File: src/rtl/cpu_pkg.sv
// Shared constants and types for the MIPS54 execution-stage arithmetic units.
package cpu_pkg;

  localparam int unsigned WIDTH = 32;
  localparam int unsigned CNT_W = $clog2(WIDTH) + 1;

  typedef enum logic {
    IDLE = 1'b0,
    RUN  = 1'b1
  } div_state_e;

endpackage

File: src/rtl/divu_step.sv
// One radix-2 restoring division iteration: shift in the next dividend bit,
// subtract the divisor when it fits, and shift the quotient bit in.
module divu_step
  import cpu_pkg::*;
(
  input  logic [WIDTH-1:0] wr,
  input  logic [WIDTH-1:0] wq,
  input  logic [WIDTH-1:0] d,
  output logic [WIDTH-1:0] wr_next,
  output logic [WIDTH-1:0] wq_next
);

  logic [WIDTH:0] trial;

  // wr < d always holds, so a negative trial leaves a shifted remainder that still fits
  always_comb begin
    trial = {wr, wq[WIDTH-1]} - {1'b0, d};
    if (!trial[WIDTH]) begin
      wr_next = trial[WIDTH-1:0];
      wq_next = {wq[WIDTH-2:0], 1'b1};
    end else begin
      wr_next = {wr[WIDTH-2:0], wq[WIDTH-1]};
      wq_next = {wq[WIDTH-2:0], 1'b0};
    end
  end

endmodule

File: src/rtl/divu.sv
// Multi-cycle unsigned divider (DIVU): quotient to LO (q), remainder to HI (r),
// one quotient bit per clock behind a start/busy/done handshake.
module divu
  import cpu_pkg::*;
(
  input  logic             clk,
  input  logic             reset,
  input  logic             start,
  input  logic [WIDTH-1:0] a,
  input  logic [WIDTH-1:0] b,
  output logic [WIDTH-1:0] q,
  output logic [WIDTH-1:0] r,
  output logic             busy,
  output logic             done,
  output logic             div_zero
);

  div_state_e       state, state_nxt;
  logic [WIDTH-1:0] wq, wq_nxt;
  logic [WIDTH-1:0] wr, wr_nxt;
  logic [WIDTH-1:0] d, d_nxt;
  logic [CNT_W-1:0] cnt, cnt_nxt;
  logic [WIDTH-1:0] q_nxt, r_nxt;
  logic             busy_nxt, done_nxt, div_zero_nxt;
  logic [WIDTH-1:0] wr_step, wq_step;

  divu_step u_step (
    .wr      (wr),
    .wq      (wq),
    .d       (d),
    .wr_next (wr_step),
    .wq_next (wq_step)
  );

  always_ff @(posedge clk or posedge reset) begin
    if (reset) begin
      state    <= IDLE;
      wq       <= '0;
      wr       <= '0;
      d        <= '0;
      cnt      <= '0;
      q        <= '0;
      r        <= '0;
      busy     <= 1'b0;
      done     <= 1'b0;
      div_zero <= 1'b0;
    end else begin
      state    <= state_nxt;
      wq       <= wq_nxt;
      wr       <= wr_nxt;
      d        <= d_nxt;
      cnt      <= cnt_nxt;
      q        <= q_nxt;
      r        <= r_nxt;
      busy     <= busy_nxt;
      done     <= done_nxt;
      div_zero <= div_zero_nxt;
    end
  end

  // Result registers only move on the completion edge; start during RUN is dropped
  always_comb begin
    state_nxt    = state;
    wq_nxt       = wq;
    wr_nxt       = wr;
    d_nxt        = d;
    cnt_nxt      = cnt;
    q_nxt        = q;
    r_nxt        = r;
    busy_nxt     = busy;
    done_nxt     = 1'b0;
    div_zero_nxt = div_zero;

    case (state)
      IDLE: begin
        if (start) begin
          wq_nxt       = a;
          wr_nxt       = '0;
          d_nxt        = b;
          cnt_nxt      = '0;
          div_zero_nxt = (b == '0);
          busy_nxt     = 1'b1;
          state_nxt    = RUN;
        end
      end
      RUN: begin
        wq_nxt  = wq_step;
        wr_nxt  = wr_step;
        cnt_nxt = cnt + CNT_W'(1);
        if (cnt == CNT_W'(WIDTH - 1)) begin
          q_nxt     = wq_step;
          r_nxt     = wr_step;
          done_nxt  = 1'b1;
          busy_nxt  = 1'b0;
          state_nxt = IDLE;
        end
      end
    endcase
  end

endmodule

File: config.mk
export PLATFORM = sky130hd
export DESIGN_NAME = divu
export DESIGN_NICKNAME = d
export VERILOG_FILES = /design/src/rtl/cpu_pkg.sv /design/src/rtl/divu_step.sv /design/src/rtl/divu.sv
export SDC_FILE = /design/constraint.sdc
export NUM_CORES = 1
export LEC_CHECK = 0
export ABC_AREA = 1
export CAP_MARGIN = 20
export CORE_UTILIZATION = 35
export DETAILED_ROUTE_END_ITERATION = 8
export DONT_BUFFER_PORTS = 1
export SLEW_MARGIN = 20
export SYNTH_ARGS = -nofsm -noshare
export SYNTH_HDL_FRONTEND = slang
export SYNTH_SLANG_ARGS = --single-unit
File: constraint.sdc
create_clock -name clk -period 6.6 [get_ports clk]
set_clock_uncertainty 0.15 [all_clocks]
set_input_delay 1.32 -clock clk [delete_from_list [all_inputs] [get_ports clk]]
set_output_delay 1.32 -clock clk [all_outputs]
set_load 0.05 [all_outputs]
==> flow_metrics.env, run 1 <==
export IMPL_status="finished clean"
export IMPL_clk_pin_slew_ps=80
export IMPL_place_area_mm2=0.01012
export IMPL_wirelength_mm=26.54
export IMPL_fin_area_mm2=0.01076
export IMPL_avgViaCountPerCell=4.753
export IMPL_drt_wirelength_per_cell_um=15.28
export IMPL_synth_mux_area_share_pct=0
export IMPL_grt_max_degree=95
export IMPL_synth_simple_area_share_pct=31.75
export IMPL_layout_common_cells="nand2_1 (542), inv_1 (223), dfrtp_1 (170)"
export IMPL_crit_path_end_kind="register"
export IMPL_synth_compound_area_share_pct=7.989
export IMPL_cts_max_level=4
export IMPL_synth_top_family_by_area="simple AND/OR/NAND/NOR gates"
export IMPL_syn2layout_area_growth_pct=9.920
export IMPL_clock_latency_ps=450
export IMPL_final_min_clock_period_ps=3145
export IMPL_ys_warn_count=0
export IMPL_post_cts_buffers=0
export IMPL_synth_top_area_share_pct=43.46
export IMPL_ant_nets=0
export IMPL_setup_viol=0
export IMPL_dp_hpwl_mm=19.75
export IMPL_syn_avg_cell_area_um2=7.145
export IMPL_vias=8256
export IMPL_dr_first_iter_drc_count=581
export IMPL_placedCellCount=1703
export IMPL_fin_setup_tns_ps=0
export IMPL_grt_remaining_overflow=0
export IMPL_rsz0062_at_grt="no"
export IMPL_ios=134
export IMPL_finalCritPeriodShare_pct=47.66
export IMPL_path_class="register to register"
export IMPL_die_area_mm2=0.02864
export IMPL_clockBufferDepth=2
export IMPL_critPathMaxStageDelay_ps=470
export IMPL_firstDrtPassIters=5
export IMPL_die_x_um=169.2
export IMPL_synth_top_area_cell="dfrtp_1"
export IMPL_slew_headroom_pct=34.91
export IMPL_slew_violations=0
export IMPL_synth_cells=1370
export IMPL_initial_utilization_pct=36.02
export IMPL_ys_seq_area_share_pct=43.46
export IMPL_synthFlopType="dfrtp_1"
export IMPL_crit_top_cell="nand2_1"
export IMPL_grt_pass1_wl_mm=43.51
export IMPL_antenna_found_initial=0
export IMPL_maxCapViolations=0
export IMPL_synth_seq_cells=170
export IMPL_gp_congestion=0.8973
export IMPL_cp_top_family="simple AND/OR/NAND/NOR gates"
export IMPL_grt_util_all_layers_pct=19.44
export IMPL_finalHoldViolations=0
export IMPL_path_buf_inv=2
export IMPL_fin_cells=1737
export IMPL_numPortBuffers=0
export IMPL_synth_edf_count=0
export IMPL_drive_above_1_share_pct=4.908
export IMPL_critPathSlowestCell="nand2_4"
export IMPL_core_mm2=0.02718
export IMPL_insertedDiodeCount=0
export IMPL_min_path_type="register to register"
export IMPL_cp_cell_sequence="inv_1 -> ha_1 -> inv_1 -> fa_1 -> nand2_1 -> nand2_1 -> nand3_1 -> nand2_2 -> nand2_1 -> nand2_2 -> nand2_2 -> nand3_4 -> nand2_4 -> nand2_1 -> nand2_1 -> nand2_1 -> nand2_1"
export IMPL_cts_tree="yes"
export IMPL_nNetsFinal=1453
export IMPL_postCtsHoldBufs=0
export IMPL_dieHeight_um=169.2
export IMPL_synth_xor_area_share_pct=1.342
export IMPL_std_cell_rows=60
export IMPL_numCtsBuffers=17
export IMPL_grt_pass1_vias=8119
export IMPL_clock_sinks=170
export IMPL_layout_commonest_cell="nand2_1"
export IMPL_synth_adder_area_share_pct=4.423
export IMPL_clock_root_buffer="clkbuf_16"
export IMPL_syn_nets=1471
export IMPL_yosys_cell_types_count=39
export IMPL_drc=0
export IMPL_cp_arrival_ps=3360
export IMPL_cts_resized=0
export IMPL_max_freq_mhz=317.9
export IMPL_yosys_top_cells_area="dfrtp_1 (43%), nand2_1 (21%), inv_1 (8.7%)"
export IMPL_critPathRequiredTime_ps=6810
export IMPL_cp_max_fo=34
export IMPL_worst_slew_pin_slew_ps=976.3
export IMPL_startpoint_type="register"
export IMPL_synthArstFlopShare_pct=100.0
export IMPL_netlist_area_mm2=0.009788
## registers in the layout, summed over array words and instances, names as in the netlist
name and cells:
div_zero 1, r 32, wr 32, q 32, cnt 6, done 1
busy 1, d 32, state 1, wq 32
## worst min-delay path, delay by kind of cell (launching register included)
family | cells | cell delay, ps
and+or+nand+nor | 1 | 50
DFF | 1 | 350
AOI/OAI and AO/OA | 1 | 60
## cell type report
class	instances	area [µm²]
tap	372	465.4
multi-input combinational	919	4459
clock inverter	15	172.7
fill	2962	16420
timing repair buffer	9	95.09
sequential	170	4254
inverter	235	887.1
clock buffer	17	425.4
## per-layer routing
layer | up-vias | wire (µm) | GRT usage [%]
met5 | - | 0 | 0
met4 | 0 | 418 | 5.092
met3 | 29 | 1034 | 3.591
met2 | 158 | 12670 | 32.17
met1 | 3839 | 12420 | 26.05
li1 | 4230 | - | -
## final timing paths
path	start	endpoint	slack, ps	cells after the start
setup / recovery	wq[31]	r[26]	3450	17
hold / removal	d[31]	d[31]	350	2
setup reg to reg	wq[31]	r[26]	3450	17
hold reg to reg	d[31]	d[31]	350	2
max in group asynchronous	reset	r[26]	4480	2
min in group asynchronous	reset	q[24]	670	1
## Yosys cell counts, types with 2 or more instances
library cell and count:
a21oi_1 20, and2_1 5, and3_1 2, buf_1 6, buf_2 8, buf_4 2
clkbuf_1 29, dfrtp_1 170, ha_1 33, inv_1 226, inv_2 8, nand2_1 542
nand2_2 5, nand2_4 2, nand3_1 89, nand3b_1 24, nand4_1 15, nor2_1 47
nor2_2 2, nor3_1 5, nor4_1 2, o21ai_0 66, o21bai_1 2, o221ai_1 31
or2_2 2, xnor2_1 14
## stage by stage
| stage | worst slack, ps | utilization (%) | hold WS, ps |
|---|---|---|---|
| 2_1_floorplan | 526.6 | - | 303.0 |
| 3_3_place_gp | 3533 | 37.23 | 320.9 |
| 3_5_place_dp | 3472 | 37.23 | 327.9 |
| 4_1_cts | 3453 | 39.43 | 348.2 |
| 5_1_grt | 3133 | 39.59 | 375.7 |
| 6_report | 3455 | 39.59 | 345.2 |
## cells by family after synthesis
family | after synthesis
DFF | 170
and+or+nand+nor | 743
adders and majority gates | 34
AOI/OAI and AO/OA | 127
buffers and inverters | 281
xor gates and xnor gates | 15
Power of run 1 is left out: the tool's default activity adds up to more than one toggle a clock period on the data nets, which glitch-free logic cannot reach.
==> inputs of run 2 (changes only) <==
==> constraint.sdc (replaced) <==
create_clock -name clk -period 2.9 [get_ports clk]
set_clock_uncertainty 0.15 [all_clocks]
set_input_delay 0.58 -clock clk [delete_from_list [all_inputs] [get_ports clk]]
set_output_delay 0.58 -clock clk [all_outputs]
set_load 0.05 [all_outputs]
==> flow_metrics.env, run 2 (same netlist as run 1, synthesis figures left out) <==
export IMPL_layout_commonest_cell="nand2_1"
export IMPL_regArea_mm2=0.004254
export IMPL_ant_nets=0
export IMPL_final_min_clock_period_ps=2618
export IMPL_drive_above_1_share_pct=5.462
export IMPL_std_cell_rows=60
export IMPL_cts_max_level=4
export IMPL_nNetsFinal=1462
export IMPL_finalCritPeriodShare_pct=90.29
export IMPL_dp_hpwl_mm=20.49
export IMPL_cp_cell_sequence="inv_1 -> ha_1 -> inv_1 -> fa_2 -> nand2_1 -> nand2_1 -> nand3_1 -> nand2_2 -> nand2_1 -> nand2_2 -> nand2_2 -> nand2_2 -> nand2_8 -> buf_12 -> nand3b_1 -> nand3_1 -> nand2_1"
export IMPL_multiInputGateArea_mm2=0.004479
export IMPL_post_place_ws_ps=108.9
export IMPL_critPathRequiredTime_ps=3070
export IMPL_finalHoldViolations=0
export IMPL_clock_root_buffer="clkbuf_16"
export IMPL_syn2layout_area_growth_pct=11.38
export IMPL_drc=0
export IMPL_grt_pass1_vias=7878
export IMPL_critPathMaxStageDelay_ps=380
export IMPL_gp_congestion=0.9371
export IMPL_ios=134
export IMPL_die_x_um=169.2
export IMPL_initial_utilization_pct=36.02
export IMPL_setup_viol=0
export IMPL_numPortBuffers=0
export IMPL_min_path_type="primary input to register"
export IMPL_grt_util_all_layers_pct=19.30
export IMPL_slew_headroom_pct=48.63
export IMPL_insertedDiodeCount=0
export IMPL_slew_violations=0
export IMPL_grt_max_degree=84
export IMPL_firstDrtPassIters=6
export IMPL_grt_pass1_wl_mm=42.95
export IMPL_critPathSlowestCell="fa_2"
export IMPL_cp_arrival_ps=2790
export IMPL_status="finished clean"
export IMPL_clock_latency_ps=440
export IMPL_vias=8426
export IMPL_clock_sinks=170
export IMPL_r2r_cells=17
export IMPL_max_freq_mhz=381.9
export IMPL_die_area_mm2=0.02864
export IMPL_wirelength_mm=26.85
export IMPL_drt_wirelength_per_cell_um=15.39
export IMPL_fin_ws_ps=281.7
export IMPL_clk_pin_slew_ps=70
export IMPL_dr_first_iter_drc_count=626
export IMPL_fillerInstances=2894
export IMPL_path_class="register to register"
export IMPL_avgViaCountPerCell=4.829
export IMPL_numCtsBuffers=17
export IMPL_layout_common_cells="nand2_1 (542), inv_1 (224), dfrtp_1 (170)"
export IMPL_cp_max_fo=21
export IMPL_reg2reg_setup_slack_ps=280
export IMPL_hold_depth=2
export IMPL_startpoint_type="register"
export IMPL_post_cts_buffers=0
export IMPL_grt_remaining_overflow=0
export IMPL_rsz0062_at_grt="no"
export IMPL_fin_setup_tns_ps=0
export IMPL_core_mm2=0.02718
export IMPL_clockBufferDepth=2
export IMPL_cts_tree="yes"
export IMPL_antenna_found_initial=0
export IMPL_maxCapViolations=0
export IMPL_crit_path_end_kind="register"
export IMPL_worst_slew_pin_slew_ps=770.6
export IMPL_dieHeight_um=169.2
==> run 2: layer usage <==
| metal | routed length (µm) | up-vias | share of wire (%) | GRT usage, % |
|---|---|---|---|---|
| met5 | 0 | - | 0 | 0 |
| met3 | 1138 | 45 | 4.2 | 3.195 |
| met1 | 12420 | 3939 | 46 | 25.87 |
| met2 | 12600 | 186 | 47 | 31.01 |
| li1 | - | 4256 | - | - |
| met4 | 702 | 0 | 2.6 | 7.677 |
==> run 2: per-stage QoR <==
| stage | cell area, µm² | cells | hold slack (ps) | utilization (%) |
|---|---|---|---|---|
| global placement | 10230 | 1713 | 320.8 | 37.64 |
| detailed placement | 10230 | 1713 | 327.3 | 37.64 |
| finish | 10900 | 1745 | 110.5 | 40.12 |
| global route | 10900 | 1745 | 108.0 | 40.12 |
| floorplan | 9792 | 1370 | 303.0 | - |
| CTS | 10880 | 1745 | 96.46 | 40.04 |
==> run 2: layout make-up <==
type	count	share of cell area, %
Multi-Input combinational cell	919	41.09
Clock inverter	13	1.859
Sequential cell	170	39.02
Inverter	235	8.126
Timing Repair Buffer	18	1.607
Tap cell	372	4.269
Clock buffer	18	4.028
==> run 2: final timing paths <==
path                              end    from
worst max-delay path             r[3]  wq[31]
worst min-delay path             d[1]    b[1]
worst max register to register   r[3]  wq[31]
worst min register to register  d[24]   d[24]
max in group asynchronous       r[23]   reset
min in group asynchronous       q[28]   reset
==> run 2: worst max-delay path: cells and delay by family (launching register included) <==
| kind | cells | cell delay [ps] |
|---|---|---|
| and+or+nand+nor | 12 | 1150 |
| DFF | 1 | 360 |
| buffers and inverters | 3 | 320 |
| adders and majority gates | 2 | 510 |
==> run 2: what timing repair did <==
item | in CTS | in global routing
endpoints found under the setup margin | 0 | 65
resized for setup | 0 | 3
hold buffers | 1 | 0
hold endpoints to repair | 17 | 0
Power of run 2 is left out for the same reason.
